### src/rtl/fir_tap_sequencer_if.sv
// Bundle for the fir_tap_sequencer ports: reload request, coefficient memory, tap write and sample paths.
// slave is the sequencer side; master is the upstream/memory/FIR side.
interface fir_tap_sequencer_if #(
  parameter int LGNTAPS  = 7,
  parameter int TW       = 12,
  parameter int IW       = 12,
  parameter int LGNBANKS = 2
);
  localparam int AW = LGNBANKS + LGNTAPS;

  logic                i_load;
  logic [LGNBANKS-1:0] i_bank;
  logic [AW-1:0]       o_coef_addr;
  logic [TW-1:0]       i_coef_data;
  logic                o_tap_wr;
  logic [TW-1:0]       o_tap;
  logic                i_ce;
  logic [IW-1:0]       i_sample;
  logic                o_ce;
  logic [IW-1:0]       o_sample;
  logic                o_busy;
  logic                o_overrun;

  modport slave (
    input  i_load, i_bank, i_coef_data, i_ce, i_sample,
    output o_coef_addr, o_tap_wr, o_tap, o_ce, o_sample, o_busy, o_overrun
  );

  modport master (
    output i_load, i_bank, i_coef_data, i_ce, i_sample,
    input  o_coef_addr, o_tap_wr, o_tap, o_ce, o_sample, o_busy, o_overrun
  );
endinterface

### src/rtl/fir_tap_sequencer.sv
// Streams one NTAPS coefficient bank into a FIR and forwards samples with 1-cycle latency; samples arriving while
// busy are dropped and flagged in o_overrun. FIR_FLUSH_EN adds NTAPS zero samples after every reload.
module fir_tap_sequencer #(
  parameter int NTAPS    = 128,
  parameter int LGNTAPS  = 7,
  parameter int TW       = 12,
  parameter int IW       = 12,
  parameter int LGNBANKS = 2
) (
  input  logic               i_clk,
  input  logic               i_reset,
  fir_tap_sequencer_if.slave bus
);
  localparam int AW = LGNBANKS + LGNTAPS;
  localparam logic [LGNTAPS:0] NTAPS_C = (LGNTAPS + 1)'(NTAPS);
  localparam logic [LGNTAPS:0] CNT_ONE = (LGNTAPS + 1)'(1);

  typedef enum logic [1:0] {IDLE = 2'd0, LOAD = 2'd1, FLUSH = 2'd2} state_t;

  state_t              state_q, state_d;
  logic [LGNBANKS-1:0] bank_q, bank_d;
  logic [LGNBANKS-1:0] pend_bank_q, pend_bank_d;
  logic                pend_q, pend_d;
  logic [LGNTAPS:0]    cnt_q, cnt_d;
  logic                rd_vld_q, rd_vld_d;
  logic                tap_wr_q, tap_wr_d;
  logic [TW-1:0]       tap_q, tap_d;
  logic                ce_q, ce_d;
  logic [IW-1:0]       sample_q, sample_d;
  logic                overrun_q, overrun_d;
  logic                load_done;
  logic                exit_now;
  logic [AW-1:0]       addr;

  // The counter's extra MSB marks "all addresses issued"; the low bits are the in-bank index.
  assign addr = {bank_q, cnt_q[LGNTAPS-1:0]};

  always_comb begin
    state_d     = state_q;
    bank_d      = bank_q;
    pend_d      = pend_q;
    pend_bank_d = pend_bank_q;
    cnt_d       = cnt_q;
    rd_vld_d    = 1'b0;
    tap_wr_d    = rd_vld_q;
    tap_d       = bus.i_coef_data;
    ce_d        = 1'b0;
    sample_d    = '0;
    overrun_d   = overrun_q;
    exit_now    = 1'b0;
    load_done   = (cnt_q == NTAPS_C) && !rd_vld_q;

    if (state_q != IDLE) begin
      if (bus.i_ce) overrun_d = 1'b1;
      if (bus.i_load) begin
        pend_d      = 1'b1;
        pend_bank_d = bus.i_bank;
      end
    end

    case (state_q)
      IDLE: begin
        ce_d     = bus.i_ce;
        sample_d = bus.i_sample;
        if (bus.i_load) begin
          state_d   = LOAD;
          bank_d    = bus.i_bank;
          cnt_d     = '0;
          overrun_d = 1'b0;
        end
      end
      LOAD: begin
        if (!cnt_q[LGNTAPS]) begin
          rd_vld_d = 1'b1;
          cnt_d    = cnt_q + 1'b1;
        end
`ifdef FIR_FLUSH_EN
        // First flush pulse leaves on the same edge as the final tap write is retired.
        if (load_done) begin
          state_d = FLUSH;
          cnt_d   = CNT_ONE;
          ce_d    = 1'b1;
        end
`else
        exit_now = load_done;
`endif
      end
`ifdef FIR_FLUSH_EN
      FLUSH: begin
        if (cnt_q != NTAPS_C) begin
          ce_d  = 1'b1;
          cnt_d = cnt_q + 1'b1;
        end else begin
          exit_now = 1'b1;
        end
      end
`endif
      default: state_d = IDLE;
    endcase

    // A queued (or same-cycle) request chains straight into the next LOAD with no idle cycle.
    if (exit_now) begin
      if (pend_q || bus.i_load) begin
        state_d   = LOAD;
        bank_d    = bus.i_load ? bus.i_bank : pend_bank_q;
        cnt_d     = '0;
        pend_d    = 1'b0;
        overrun_d = 1'b0;
      end else begin
        state_d = IDLE;
      end
    end
  end

  always_ff @(posedge i_clk or posedge i_reset) begin
    if (i_reset) begin
      state_q     <= IDLE;
      bank_q      <= '0;
      pend_bank_q <= '0;
      pend_q      <= 1'b0;
      cnt_q       <= '0;
      rd_vld_q    <= 1'b0;
      tap_wr_q    <= 1'b0;
      tap_q       <= '0;
      ce_q        <= 1'b0;
      sample_q    <= '0;
      overrun_q   <= 1'b0;
    end else begin
      state_q     <= state_d;
      bank_q      <= bank_d;
      pend_bank_q <= pend_bank_d;
      pend_q      <= pend_d;
      cnt_q       <= cnt_d;
      rd_vld_q    <= rd_vld_d;
      tap_wr_q    <= tap_wr_d;
      tap_q       <= tap_d;
      ce_q        <= ce_d;
      sample_q    <= sample_d;
      overrun_q   <= overrun_d;
    end
  end

  assign bus.o_coef_addr = addr;
  assign bus.o_tap_wr    = tap_wr_q;
  assign bus.o_tap       = tap_q;
  assign bus.o_ce        = ce_q;
  assign bus.o_sample    = sample_q;
  assign bus.o_busy      = (state_q != IDLE);
  assign bus.o_overrun   = overrun_q;
endmodule

### src/flat_wrapper.sv
// flat-port wrapper written by rule: the top's interface ports become plain ports
module fir_tap_sequencer_flat 
#(
  parameter int NTAPS    = 128,
  parameter int LGNTAPS  = 7,
  parameter int TW       = 12,
  parameter int IW       = 12,
  parameter int LGNBANKS = 2
)
  (i_clk, i_reset, bus_i_load, bus_i_bank, bus_i_coef_data, bus_i_ce, bus_i_sample, bus_o_coef_addr, bus_o_tap_wr, bus_o_tap, bus_o_ce, bus_o_sample, bus_o_busy, bus_o_overrun);
  fir_tap_sequencer_if #(.LGNTAPS(LGNTAPS), .TW(TW), .IW(IW), .LGNBANKS(LGNBANKS)) bus_i ();
  input  logic i_clk;
  input  logic i_reset;
  input wire logic [$bits(bus_i.i_load)-1:0] bus_i_load;
  input wire logic [$bits(bus_i.i_bank)-1:0] bus_i_bank;
  input wire logic [$bits(bus_i.i_coef_data)-1:0] bus_i_coef_data;
  input wire logic [$bits(bus_i.i_ce)-1:0] bus_i_ce;
  input wire logic [$bits(bus_i.i_sample)-1:0] bus_i_sample;
  output wire logic [$bits(bus_i.o_coef_addr)-1:0] bus_o_coef_addr;
  output wire logic [$bits(bus_i.o_tap_wr)-1:0] bus_o_tap_wr;
  output wire logic [$bits(bus_i.o_tap)-1:0] bus_o_tap;
  output wire logic [$bits(bus_i.o_ce)-1:0] bus_o_ce;
  output wire logic [$bits(bus_i.o_sample)-1:0] bus_o_sample;
  output wire logic [$bits(bus_i.o_busy)-1:0] bus_o_busy;
  output wire logic [$bits(bus_i.o_overrun)-1:0] bus_o_overrun;
  assign bus_i.i_load = bus_i_load;
  assign bus_i.i_bank = bus_i_bank;
  assign bus_i.i_coef_data = bus_i_coef_data;
  assign bus_i.i_ce = bus_i_ce;
  assign bus_i.i_sample = bus_i_sample;
  assign bus_o_coef_addr = bus_i.o_coef_addr;
  assign bus_o_tap_wr = bus_i.o_tap_wr;
  assign bus_o_tap = bus_i.o_tap;
  assign bus_o_ce = bus_i.o_ce;
  assign bus_o_sample = bus_i.o_sample;
  assign bus_o_busy = bus_i.o_busy;
  assign bus_o_overrun = bus_i.o_overrun;
  fir_tap_sequencer #(.NTAPS(NTAPS), .LGNTAPS(LGNTAPS), .TW(TW), .IW(IW), .LGNBANKS(LGNBANKS)) u_core (.i_clk(i_clk), .i_reset(i_reset), .bus(bus_i));
endmodule
### config.mk
export PLATFORM = sky130hd
export DESIGN_NAME = fir_tap_sequencer_flat
export DESIGN_NICKNAME = d
export VERILOG_FILES = /design/src/rtl/fir_tap_sequencer_if.sv /design/src/rtl/fir_tap_sequencer.sv /design/src/flat_wrapper.sv
export SDC_FILE = /design/constraint.sdc
export NUM_CORES = 1
export LEC_CHECK = 0
export BUFFER_PORTS_ARGS = -buffer_cell sky130_fd_sc_hd__clkbuf_2
export CAP_MARGIN = 20
export CORE_ASPECT_RATIO = 0.75
export CORE_UTILIZATION = 50
export CTS_CLUSTER_DIAMETER = 30
export DETAILED_ROUTE_END_ITERATION = 8
export PLACE_DENSITY = 0.83
export SYNTH_ARGS = -nofsm -noshare
export SYNTH_HDL_FRONTEND = slang
export SYNTH_SLANG_ARGS = --single-unit
### constraint.sdc
create_clock -name i_clk -period 2.8 [get_ports i_clk]
set_input_delay 0.28 -clock i_clk [delete_from_list [all_inputs] [get_ports i_clk]]
set_output_delay 0.28 -clock i_clk [all_outputs]
set_load 0.02 [all_outputs]
Word level (Yosys, flattened, before mapping)
Index checks and enable logic that the tools add are counted.

Equal/unequal tests: 4. Add/subtract/negate cells: 1. Mux-type cells: 29. Multiply operators: 0. Bitwise logic cells: 0. Shift-type cells: 0. Magnitude comparators: 0. Divide/modulo/power cells: 0. Reductions and logical operators: 6.

Operators with widths (count): $mux 8 (4); $pmux 8 s2 (1); $mux 1 (15); $mux 2 (7); $mux 12 (1); $add 8x1->8 const B (1); $eq 8x8->1 const B (1); $pmux 2 s2 (1); $ne 3x2->1 const B (1); $eq 2x1->1 const B (1); $logic_not 2->1 (1); $ne 2x1->1 const B (1); $reduce_and 2->1 (1); $reduce_bool 2->1 (1); $logic_and 1x1->1 (1); $logic_not 1->1 (1); $logic_or 1x1->1 (1).

Memories: 0. Output and inout port bits: 37. Input bits: 30. RAM bits: 0. ROM bits: 0. Register bits: 43. Logic and storage cells: 51. Bits in latches: 0.

Depth between registers and ports, before layout
Depth after elaboration: 6. Mapped depth: 7.

Worst setup path after synthesis
No wires, ideal clock.

Kind: reg2reg. Start: register u_core.cnt_q[0]. End: register u_core.bank_q[0]. Required time: 2706 ps. Slack: 1227 ps. Stages on the path, launching flop included: 8. Period minus slack after synthesis: 1573 ps. Data arrival time: 1479 ps. Cell sequence: dfrtp_1 > inv_1 > ha_1 > nor4b_4 > and4_1 > buf_6 > mux2i_1 > a211oi_1.

Cells in the longest elaborated chain, start to end: 4.

Ends and longest elaborated chain: from (decl) (line fir_tap_sequencer.sv:24) `logic [LGNTAPS:0] cnt_q, cnt_d;`; from (signal assigned) (line fir_tap_sequencer.sv:133) `cnt_q <= cnt_d;`; $eq 8x8->1 (line fir_tap_sequencer.sv:51) `load_done = (cnt_q == NTAPS_C) && !rd_vld_q;`; $logic_and 1x1->1 (line fir_tap_sequencer.sv:51); $mux 1 (line fir_tap_sequencer.sv:61) `case (state_q)`; $mux 2 (line fir_tap_sequencer.sv:102) `if (exit_now) begin`; named net u_core.bank_d[0] (line fir_tap_sequencer.sv:21) `logic [LGNBANKS-1:0] bank_q, bank_d;`; to (signal assigned) (line fir_tap_sequencer.sv:130) `bank_q <= bank_d;`; to (decl) (line fir_tap_sequencer.sv:21).

The timed path passes the listed nets, and every way through them passes these cells. A chain may end at the register's enable or synchronous reset.

Worst setup path after layout
Ends and elaborated chain as after synthesis.

==> results.md <==
- Status: finished clean
- Largest net degree at the start of global routing: 24
- Max Cap Viol: 0
- Leak: roughly 1 nW
- Ant. Diodes: 0
- 1st-iter DRT viols: 77
- Min Tclk post-route: 1920 ps
- Synth warn: 0
- WP data required: 2990 ps
- Critical Path End Type: flop
- CTS hold repair buffers: 0
- Post-Route WL: between 3 and 4 mm
- Register bit total from synthesis: between 40 and 50
- Post-Place Setup Slack: approximately 900 ps
- Final setup violating endpoints: 0
- Comb power frac: around a fifth
- # nets final: 221
- RSZ-0062 raised after global routing: no
- Global route overflow: 0
- Depth of the CTS H-tree: 2
- Worst R2R End: u_core.bank_q[0]
- CTS Buffer Depth: 2
- First-pass DRT Iterations: 4
- Post-synth EDFFs: 0
- Switching share of power: between 30 and 40%
- Core area: a little under 3000 um^2
- Die area: around 3400 um^2
- Antenna Nets Post-Route: 0
- Commonest cells after routing, fill and taps aside: clkbuf_2 (66), dfrtp_1 (42), nor2b_1 (14)
- DRC violations left: 0
- Layout Cells excl Fill: 228
- RR Startpoint: u_core.cnt_q[0]
- Tcrit/Tclk final: roughly 68%
- Clk pwr share: 27.4%
- Syn Area/Cell: between 10 and 15 um^2
- Tot GR Track Use: about 22%
- Worst Hold Class: primary input to flop
- Worst Tran Pin Value: a little over 800 ps
- Crit Path Class: flop to flop
- Setup crit start kind: flop
- Post-CTS setup buffer count: 0
- Reg-to-reg slack, setup: 880 ps
- Resize count post-CTS: 0
- Die Wd: around 67 um
- Reg power frac: a little over half
- Power Internal: about 0.00098 W
- Number of global-route vias before repair: between 1000 and 1500
- RD Place Congestion: ~0.9
- Commonest non-fill, non-tap cell in the layout: clkbuf_2
- Layout cells sized above 1: approximately 44%
- Root Driver: clkbuf_8
- Port Buffers: 66
- Max VDD drop: 0.435 mV
- Initial Util: a little over half
- Clock latency at the later pin of the worst-skew pair: a little under 300 ps
- Number of CTS-inserted buffers: 5
- Synth-to-Final Area Change: 26.0%
- Detail Placement HPWL: around 2.5 mm
- CP startpoint: u_core.cnt_q[0]
- CTS clock-pin slew for the worst setup and hold paths: approximately 80 ps
- Vias per inst: slightly above 5
- Hold depth: 1
- Via total after detailed routing: ~1200
- CTS sink count: 42
- Placed Cells: 220
- Unique masters post-synth: 30
- FILL cells: roughly 240
- Die Y: 50.8 um
- Reg2Reg Depth: 6
- F_max: between 500 and 600 MHz
- Drt wl/cell: between 10 and 15 um
- I/O pins: 67
- Post-synthesis sequential area ratio: 66.2%
- Slew Limit Fails: 0
- Synthesized area: approximately 1600 um^2
- WP data arrival: ~2100 ps
- Rows: 17
- Sum of negative setup slack: 0 ps
- Final count of hold timing violations: 0
- Pwr dens: about 730 nW/um^2
- Async SR Flop Fraction: 100%
- TritonCTS clock tree: yes
- Initial antenna violation count: 0
- Mapped Cells: roughly 130
- Mapped Nets: roughly 160
- Headroom to the max-slew limit: 44.9%
- Top FF cell, synth: dfrtp_1
- CP Capture Point: u_core.bank_q[0]
- First-pass GRT wire length: 5.34 mm
- NetSw: between 0.0004 and 0.0005 W
- Layout Utilization: approximately two thirds
- Layout Skew: between 6 and 7 ps
- Final setup margin: between 800 and 900 ps
- CP Max Fanout: 7
-- final cells by class --
class	count	area, um^2	share of cell area [%]
Sequential cell	42	1050	52.5
Multi-Input combinational cell	67	443	22.1
Timing Repair Buffer	68	345	17.3
Clock buffer	6	82.6	4.13
Tap cell	38	47.5	2.38
Inverter	5	18.8	0.938
Clock inverter	2	12.5	0.625
-- cell families (layout without fill, tap and decap cells) --
family                   Yosys count  in the layout  synth area share (%)
AO/OA/AOI/OAI                     16             16                  6.23
XOR/XNOR                           1              1                 0.552
adder cells (fa/ha/maj)            2              2                  1.58
buffers and inverters             16             81                  5.91
flip-flops                        42             42                  66.2
multiplexers                       4              4                  2.68
AND/OR/NAND/NOR                   44             44                  16.9
-- worst max-delay path, stage by stage (launching register included) --
cell and delay (ps):
dfrtp_1 470, inv_1 90, ha_1 140, nor4b_4 270, and4_1 430, mux2i_1 130, a211oi_1 290
-- routing by layer --
metal | track usage [%] | routed length (um) | vias to the layer above
met5 | 0 | 0 | -
met4 | 13.5 | 41 | 0
met3 | 4.77 | 207 | 6
met2 | 35.2 | 1660 | 44
met1 | 27.3 | 1390 | 572
li1 | - | - | 545
-- sequential cells by signal, indices dropped and copies added (netlist names) --
name / flops
u_core.bank_q: 2
u_core.bus.o_ce: 1
u_core.bus.o_overrun: 1
u_core.bus.o_sample: 12
u_core.bus.o_tap: 12
u_core.bus.o_tap_wr: 1
u_core.cnt_q: 8
u_core.pend_bank_q: 2
u_core.pend_q: 1
u_core.rd_vld_q: 1
u_core.state_q: 1
-- cell usage after synthesis, types with 2 or more instances --
master,count,area (um^2)
a211oi_1,2,15.0
dfrtp_1,42,1050
mux2i_1,2,20.0
buf_4,7,52.6
nor2b_1,14,87.6
ha_1,2,25.0
clkbuf_1,3,11.3
nor2_1,4,15.0
a21oi_1,4,20.0
nor3_1,4,20.0
inv_1,5,18.8
o21ai_0,5,25.0
mux2_2,2,22.5
nand3_1,5,25.0
nand2_1,5,18.8
nand4_1,5,31.3
-- power by group through the flow --
stage,clock (W),sequential [W],combinational (W)
after global placement,0,0.000764,0.000295
after detailed placement,0,0.000774,0.000303
final,0.000402,0.000765,0.000302
after CTS,0.000417,0.000762,0.000305
after global routing,0.000438,0.000780,0.000334
after floorplan,0,0.000764,0.000252
-- per-stage QoR --
stage                     hold WS (ps)  power, W  area, um^2
after floorplan                    311   0.00102        1590
after global placement             389   0.00106        1910
after detailed placement           390   0.00108        1910
after CTS                         73.6   0.00148        2000
after global routing              67.5   0.00155        2000
final                             85.2   0.00147        2000
-- worst min path at each step --
stage	from	to	slack (ps)
after floorplan	bus_i_coef_data[0]	u_core.bus.o_tap[0]	310
after global placement	bus_i_coef_data[8]	u_core.bus.o_tap[8]	390
after detailed placement	bus_i_coef_data[7]	u_core.bus.o_tap[7]	390
after CTS	bus_i_coef_data[5]	u_core.bus.o_tap[5]	70
after global routing	bus_i_coef_data[5]	u_core.bus.o_tap[5]	70
final	bus_i_coef_data[5]	u_core.bus.o_tap[5]	90
No activity file was read; power rests on OpenSTA's default activity.
